### config.mk
export PLATFORM = sky130hd
export DESIGN_NAME = mips_mc_controller
export DESIGN_NICKNAME = d
export VERILOG_FILES = /design/src/rtl/mips_ctrl_pkg.sv /design/src/rtl/mips_aludec.sv /design/src/rtl/mips_mc_controller.sv
export SDC_FILE = /design/constraint.sdc
export NUM_CORES = 1
export LEC_CHECK = 0
export CORE_AREA = 2 2 47 49
export CTS_CLUSTER_DIAMETER = 80
export CTS_CLUSTER_SIZE = 30
export DETAILED_ROUTE_END_ITERATION = 6
export DIE_AREA = 0 0 49 51
export GPL_TIMING_DRIVEN = 0
export PLACE_DENSITY = 0.74
export SLEW_MARGIN = 20
export SYNTH_ARGS = -nofsm -noshare
export SYNTH_HDL_FRONTEND = slang
export SYNTH_SLANG_ARGS = --single-unit
### constraint.sdc
create_clock -name clk -period 1.6 [get_ports clk]
set_input_delay 0.24 -clock clk [delete_from_list [all_inputs] [get_ports clk]]
set_output_delay 0.24 -clock clk [all_outputs]
set_load 0.02 [all_outputs]
### src/rtl/mips_ctrl_pkg.sv
// Shared encodings for the multicycle MIPS controller: FSM states, opcodes,
// funct codes, ALU operation classes and ALU control words.
package mips_ctrl_pkg;

  typedef enum logic [3:0] {
    S_FETCH   = 4'd0,
    S_DECODE  = 4'd1,
    S_MEMADR  = 4'd2,
    S_MEMRD   = 4'd3,
    S_MEMWB   = 4'd4,
    S_MEMWR   = 4'd5,
    S_RTYPEEX = 4'd6,
    S_RTYPEWB = 4'd7,
    S_BEQEX   = 4'd8,
    S_BNEEX   = 4'd9,
    S_ADDIEX  = 4'd10,
    S_ADDIWB  = 4'd11,
    S_JEX     = 4'd12
  } state_t;

  typedef enum logic [1:0] {
    ALUOP_ADD   = 2'b00,
    ALUOP_SUB   = 2'b01,
    ALUOP_FUNCT = 2'b10
  } aluop_t;

  localparam logic [5:0] OP_RTYPE = 6'b000000;
  localparam logic [5:0] OP_LW    = 6'b100011;
  localparam logic [5:0] OP_SW    = 6'b101011;
  localparam logic [5:0] OP_BEQ   = 6'b000100;
  localparam logic [5:0] OP_BNE   = 6'b000101;
  localparam logic [5:0] OP_ADDI  = 6'b001000;
  localparam logic [5:0] OP_J     = 6'b000010;

  localparam logic [5:0] FUNCT_ADD = 6'b100000;
  localparam logic [5:0] FUNCT_SUB = 6'b100010;
  localparam logic [5:0] FUNCT_AND = 6'b100100;
  localparam logic [5:0] FUNCT_OR  = 6'b100101;
  localparam logic [5:0] FUNCT_SLT = 6'b101010;

  localparam logic [2:0] ALU_AND = 3'b000;
  localparam logic [2:0] ALU_OR  = 3'b001;
  localparam logic [2:0] ALU_ADD = 3'b010;
  localparam logic [2:0] ALU_SUB = 3'b110;
  localparam logic [2:0] ALU_SLT = 3'b111;

endpackage

### src/rtl/mips_aludec.sv
// ALU decoder: maps the controller's operation class and the R-type funct
// field onto the 3-bit ALU control word.
module mips_aludec
  import mips_ctrl_pkg::*;
(
  input  aluop_t     aluop,
  input  logic [5:0] funct,
  output logic [2:0] alucontrol
);

  // Unknown funct codes fall back to ADD so the datapath simply writes a sum.
  always_comb begin
    alucontrol = ALU_ADD;
    case (aluop)
      ALUOP_ADD: alucontrol = ALU_ADD;
      ALUOP_SUB: alucontrol = ALU_SUB;
      ALUOP_FUNCT: begin
        case (funct)
          FUNCT_ADD: alucontrol = ALU_ADD;
          FUNCT_SUB: alucontrol = ALU_SUB;
          FUNCT_AND: alucontrol = ALU_AND;
          FUNCT_OR:  alucontrol = ALU_OR;
          FUNCT_SLT: alucontrol = ALU_SLT;
          default:   alucontrol = ALU_ADD;
        endcase
      end
      default: alucontrol = ALU_ADD;
    endcase
  end

endmodule

### src/rtl/mips_mc_controller.sv
// Moore multicycle control unit: steps each instruction through fetch, decode,
// execute, memory and writeback, driving datapath selects and enables.
module mips_mc_controller
  import mips_ctrl_pkg::*;
#(
  parameter bit ENABLE_BNE = 1'b1
) (
  input  logic       clk,
  input  logic       reset,
  input  logic [5:0] op,
  input  logic [5:0] funct,
  input  logic       zero,
  output logic       pcen,
  output logic       memwrite,
  output logic       irwrite,
  output logic       regwrite,
  output logic       iord,
  output logic       memtoreg,
  output logic       regdst,
  output logic       alusrca,
  output logic [1:0] alusrcb,
  output logic [1:0] pcsrc,
  output logic [2:0] alucontrol,
  output logic       illegal_op
);

  state_t state_q, state_d;
  aluop_t aluop;
  logic   pcwrite;
  logic   branch;
  logic   branchne;

  always_ff @(posedge clk or posedge reset) begin
    if (reset) begin
      state_q <= S_FETCH;
    end else begin
      state_q <= state_d;
    end
  end

  // Next state and per-state controls; op only steers transitions and illegal_op.
  always_comb begin
    state_d    = S_FETCH;
    aluop      = ALUOP_ADD;
    pcwrite    = 1'b0;
    branch     = 1'b0;
    branchne   = 1'b0;
    memwrite   = 1'b0;
    irwrite    = 1'b0;
    regwrite   = 1'b0;
    iord       = 1'b0;
    memtoreg   = 1'b0;
    regdst     = 1'b0;
    alusrca    = 1'b0;
    alusrcb    = 2'b00;
    pcsrc      = 2'b00;
    illegal_op = 1'b0;
    case (state_q)
      S_FETCH: begin
        alusrcb = 2'b01;
        irwrite = 1'b1;
        pcwrite = 1'b1;
        state_d = S_DECODE;
      end
      S_DECODE: begin
        alusrcb = 2'b11;
        case (op)
          OP_LW, OP_SW: state_d = S_MEMADR;
          OP_RTYPE:     state_d = S_RTYPEEX;
          OP_BEQ:       state_d = S_BEQEX;
          OP_BNE: begin
            if (ENABLE_BNE) begin
              state_d = S_BNEEX;
            end else begin
              state_d    = S_FETCH;
              illegal_op = 1'b1;
            end
          end
          OP_ADDI:      state_d = S_ADDIEX;
          OP_J:         state_d = S_JEX;
          default: begin
            state_d    = S_FETCH;
            illegal_op = 1'b1;
          end
        endcase
      end
      S_MEMADR: begin
        alusrca = 1'b1;
        alusrcb = 2'b10;
        if (op == OP_SW) begin
          state_d = S_MEMWR;
        end else begin
          state_d = S_MEMRD;
        end
      end
      S_MEMRD: begin
        iord    = 1'b1;
        state_d = S_MEMWB;
      end
      S_MEMWB: begin
        memtoreg = 1'b1;
        regwrite = 1'b1;
      end
      S_MEMWR: begin
        iord     = 1'b1;
        memwrite = 1'b1;
      end
      S_RTYPEEX: begin
        alusrca = 1'b1;
        aluop   = ALUOP_FUNCT;
        state_d = S_RTYPEWB;
      end
      S_RTYPEWB: begin
        regdst   = 1'b1;
        regwrite = 1'b1;
      end
      S_BEQEX: begin
        alusrca = 1'b1;
        aluop   = ALUOP_SUB;
        pcsrc   = 2'b01;
        branch  = 1'b1;
      end
      S_BNEEX: begin
        alusrca  = 1'b1;
        aluop    = ALUOP_SUB;
        pcsrc    = 2'b01;
        branchne = 1'b1;
      end
      S_ADDIEX: begin
        alusrca = 1'b1;
        alusrcb = 2'b10;
        state_d = S_ADDIWB;
      end
      S_ADDIWB: begin
        regwrite = 1'b1;
      end
      S_JEX: begin
        pcsrc   = 2'b10;
        pcwrite = 1'b1;
      end
      default: state_d = S_FETCH;
    endcase
  end

  assign pcen = pcwrite | (branch & zero) | (branchne & ~zero);

  mips_aludec u_aludec (
    .aluop      (aluop),
    .funct      (funct),
    .alucontrol (alucontrol)
  );

endmodule

==> metrics, run 1 <==
die area 2500 µm²; CTS tree built; io pins 31; Die Span Y 51 µm; CP endpoint kind output port; synthesized area per cell 7.26 µm²; global-route wire length before repair 3220 µm; Synth top area share 17.2%; max-slew violation count 0; final instance area 1250 µm²; final hold slack 174 ps; Core Rows 17; fin crit period 2000 ps; Mapped Nets 97; via count 827; DP Worst Slack -639 ps; H-tree depth 1; critical path data required time 1360 ps; synth top area cells dfrtp_1, nor2_1, nand2b_1; utilization after layout 60.5%; DRC 0; startpoint types register; final setup margin -399 ps; Hold Path Class primary input to async pin; starting density of the core 28.1%; routed wire length 2260 µm; area of the core 2060 µm²; Buffers on Ports 30; async set-reset flop share out of synthesis 100%; CTS clk-pin slew, worst paths 40 ps; Worst Tran Pin Value 391 ps; Peak VDD IR 0.541 mV; DP Wirelength 1370 µm; sequential area share after synthesis 17.2%; Crit Reg-Reg Endpoint state_q[2]$_DFF_PP0_; drt pass-1 iters 3; maximum achievable frequency 0.500 GHz; commonest non-fill, non-tap cell in the layout buf_6; Max Cap Viol 0; number of global-route vias before repair 776; GRT overflow 0; initial antenna violation count 0; Reg with most FFs state_q; Clock Latency Late Sink 240 ps; post-route antenna net violation count 0; clk sinks 4; failing checks setup timing; Root Buffer clkbuf_4; ys flop type dfrtp_1; ant diodes 0; result of the run finished, violations left; worst path cell trace buf_6 -> inv_2 -> or3_4 -> ha_4 -> a211o_4 -> buf_6; Max clock buf depth 2; wire per inst 14.6 µm; critical path's most frequent cell buf_6; # hold bufs at CTS 0; register bit total from synthesis 4; max FFs per register 4; Post-DP Area 960 µm²; number of flops mapped to enable cells by yosys 0; DR iter-0 viols 9; layout cells sized above 1 59.8%; Layout area overhead 115%; synthesized cell area 581 µm²; cts bufs inserted 3; Final TNS setup -1470 ps; multi-input logic area 599 µm²; Worst Path Arrival 1760 ps; Placed Cells incl. Taps 138; Yosys warning count 0; RSZ-0062 raised after global routing true; biggest regs state_q: 4 flops; Total Routing Usage GR 16.6%; crit path max fanout 3; crit share post-route 125%; FF-to-FF Start state_q[0]$_DFF_PP0_; GP Congestion 0.865; largest net degree at the start of global routing 11; # fillers 185; most frequent cells in the layout buf_6, buf_4, clkdlybuf4s50_1; slowest cell on the critical path dfrtp_1; Reg2Reg Depth 5; Hold Fails Final Rpt 0; FF/Latch Area 104 µm²; Die Wd 49 µm; Final Non-Filler Cells 155; final setup vio count 9; Cells after Synth 80; worst reg-to-reg setup slack 210 ps; Total Power 1.32 mW; Yosys cell types 33; cell taking the most area after synthesis dfrtp_1; crit path kind register to output port; Final nets 146; relative slew slack 73.8%; pwr dens 1060 nW/µm²; Avg Vias per Cell 5.34; Post-Route Skew 3.71 ps; static leakage 0.530 nW; slowest stage delay, CP 380 ps
==> worst max-delay path by stage <==
stage / from / slack [ps] / end / cells past startpoint
final: state_q[3]$_DFF_PP0_ / -400 / alucontrol[1] / 6
after CTS: state_q[3]$_DFF_PP0_ / -410 / alucontrol[1] / 6
after global routing: state_q[3]$_DFF_PP0_ / -450 / alucontrol[1] / 6
after detailed placement: op[3] / -640 / illegal_op / 5
after global placement: op[3] / -630 / illegal_op / 5
after floorplan: state_q[3]$_DFF_PP0_ / -40 / alucontrol[1] / 5
==> where the power goes <==
group | internal (mW) | switching (mW) | total (mW)
sequential | 0.127 | 0.0350 | 0.162
combinational | 0.544 | 0.485 | 1.03
clock | 0.0842 | 0.0456 | 0.130
total | 0.754 | 0.566 | 1.32
==> worst max-delay path: cells and delay by family (launching register included) <==
family	cells	cell delay, ps
AOI/OAI and AO/OA	1	260
adders and majority gates	1	230
buffers and inverters	3	290
DFF	1	380
and+or+nand+nor	1	350
==> kinds of logic after synthesis <==
group	count (synthesis)	synth area share, %
AOI/OAI and AO/OA	18	20.7
xor gates and xnor gates	2	3.02
adders and majority gates	2	4.31
buffers and inverters	9	9.70
DFF	4	17.2
and+or+nand+nor	45	45.0
==> routing by layer <==
layer,vias to the layer above,part of all wire (%),GRT usage (%)
met1,406,34,15.0
met3,6,5.3,4.09
li1,385,-,-
met4,0,2.2,6.67
met5,-,0,0
met2,30,58,34.9
==> repair_timing <==
item | in CTS | in global routing
buffers inserted | 11 | 4
endpoints found under the setup margin | 16 | 15
pin swaps | 9 | 8
gates resized for setup | 102 | 35
==> cells in the mapped netlist, types with 3 or more instances <==
cell      number
a21oi_1        6
dfrtp_1        4
inv_1          4
nand2_1        6
nand2b_1       5
nor2_1         9
nor3_1         4
nor3b_1        4
nor4_1         3
==> final cells by class <==
type                       count  area share (%)
clock buffer                   3            1.80
timing repair buffer          44            33.1
sequential                     4            8.32
inverter                       5            1.50
tap                           28            2.81
buffer                         4            4.51
multi-input combinational     67            48.0
No activity file was read; power rests on OpenSTA's default activity.
==> run 2: changes to the inputs <==
--- a/config.mk
+++ b/config.mk
@@ -12,6 +12,7 @@
 export DIE_AREA = 0 0 49 51
 export GPL_TIMING_DRIVEN = 0
 export PLACE_DENSITY = 0.74
+export RECOVER_POWER = 50
 export SLEW_MARGIN = 20
 export SYNTH_ARGS = -nofsm -noshare
 export SYNTH_HDL_FRONTEND = slang
==> metrics, run 2 (same netlist as run 1, synthesis figures left out) <==
final instance area 1250 µm² (-0.10%); DP Wirelength 1370 µm (unchanged); io pins 31 (unchanged); layout cells sized above 1 59.1% (-0.79 points); RSZ-0062 raised after global routing true; Hold Path Class primary input to async pin; max FFs per register 4 (unchanged); CP endpoint kind output port; Die Span Y 51 µm (unchanged); Post-DP Area 960 µm² (unchanged); crit path max fanout 4 (+1); post-route antenna net violation count 0 (unchanged); die area 2500 µm² (unchanged); FF/Latch Area 103 µm² (-1.2%); crit path kind register to output port; Max clock buf depth 2 (unchanged); number of global-route vias before repair 776 (unchanged); Worst Tran Pin Value 391 ps (unchanged); critical path data required time 1360 ps (about the same); global-route wire length before repair 3220 µm (unchanged); Clock Latency Late Sink 240 ps (about the same); via count 827 (unchanged); Total Routing Usage GR 16.6% (unchanged); relative slew slack 73.8% (unchanged); final setup margin -401 ps (-1.65 ps); Comb power frac 78.0% (about the same); biggest regs state_q: 4 flops; Avg Vias per Cell 5.34 (unchanged); startpoint types register; Layout area overhead 115%; initial antenna violation count 0 (unchanged); CTS tree built; # hold bufs at CTS 0 (unchanged); Post-Route Skew 3.71 ps (+0.00252 ps); static leakage 0.532 nW (+0.35%); GP Congestion 0.865 (unchanged); Placed Cells incl. Taps 138 (unchanged); H-tree depth 1 (unchanged); pwr dens 1060 nW/µm² (about the same); crit share post-route 125% (about the same); Power Internal 753 µW (-0.19%); Worst Path Arrival 1760 ps (about the same); multi-input logic area 599 µm² (unchanged); Hold Fails Final Rpt 0 (unchanged); DP Worst Slack -639 ps (unchanged); Final TNS setup -1500 ps (-39.5 ps); GRT overflow 0 (unchanged); Max Cap Viol 0 (unchanged); Buffers on Ports 30 (unchanged); Peak VDD IR 0.541 mV (about the same); final hold slack 312 ps (+138 ps); maximum achievable frequency 0.500 GHz (about the same); starting density of the core 28.1% (unchanged); clk sinks 4 (unchanged); cts bufs inserted 3 (unchanged); result of the run finished, violations left; ant diodes 0 (unchanged); Sw Ratio 42.9% (+0.046 points); fin crit period 2000 ps (+1.65 ps); largest net degree at the start of global routing 11 (unchanged); Total Power 1.32 mW (-0.11%); final setup vio count 9 (unchanged); max-slew violation count 0 (unchanged); failing checks setup timing; Clk pwr share 9.8% (about the same); wire per inst 14.6 µm (about the same); Die Wd 49 µm (unchanged); Final nets 146 (unchanged); DR iter-0 viols 9 (unchanged); Reg with most FFs state_q; Root Buffer clkbuf_4; # fillers 186 (+0.54%); drt pass-1 iters 3 (unchanged); Core Rows 17 (unchanged); routed wire length 2260 µm (about the same); DRC 0 (unchanged); Seq pwr share 12.2% (about the same); commonest non-fill, non-tap cell in the layout buf_6; P_sw 566 µW (about the same); Final Non-Filler Cells 155 (unchanged); CTS clk-pin slew, worst paths 40 ps (about the same); area of the core 2060 µm² (unchanged); most frequent cells in the layout buf_6, buf_4, clkdlybuf4s50_1; utilization after layout 60.5% (-0.061 points)
## run 2: cell count changes in the layout (fill, tap and decap cells not counted), sizes merged
cell	previous run	this run
dlygate4sd3	0	1
clkdlybuf4s50	8	7
## run 2: final cells by class
cell class / instances / share of cell area [%]
inverters: 5 / 1.50
well taps: 28 / 2.81
plain buffers: 4 / 4.51
repair buffers: 44 / 33.1
clock buffers: 3 / 1.81
multi-input cells: 67 / 48.0
flip-flops and latches: 4 / 8.22
## run 2: critical path: stages, from the launching register on
cell,delay (ps)
dfrtp_1,450
or3_4,440
ha_4,230
a211o_4,260
buf_6,130
## run 2: worst paths after layout
path                                         to  slack, ps  cells after the start                 start
setup / recovery                  alucontrol[1]       -400                      4  state_q[1]$_DFF_PP0_
hold / removal             state_q[1]$_DFF_PP0_        310                      2                 reset
setup reg to reg           state_q[2]$_DFF_PP0_        190                      6  state_q[1]$_DFF_PP0_
hold reg to reg            state_q[2]$_DFF_PP0_        730                      2  state_q[2]$_DFF_PP0_
max in group asynchronous  state_q[2]$_DFF_PP0_       1120                      2                 reset
min in group clk           state_q[0]$_DFF_PP0_        550                      3                 op[0]
## run 2: metal layers
metal,vias to the layer above,share of wire (%),GRT usage (%)
li1,385,-,-
met1,406,34,15.0
met2,30,58,34.9
met3,6,5.3,4.09
met4,0,2.2,6.67
met5,-,0,0
## run 2: power groups by stage
stage / registers, mW / logic (mW) / clock network [mW]
floorplan: 0.146 / 0.403 / 0
global placement: 0.155 / 0.656 / 0
detailed placement: 0.154 / 0.662 / 0
CTS: 0.157 / 0.788 / 0.133
global route: 0.164 / 1.09 / 0.143
finish: 0.161 / 1.03 / 0.130
## run 2: timing repair
item / CTS / global route
gates resized for setup: 102 / 35
pin swaps: 9 / 8
setup buffers: 11 / 4
endpoints found under the setup margin: 16 / 15
cloned: 0 / 0
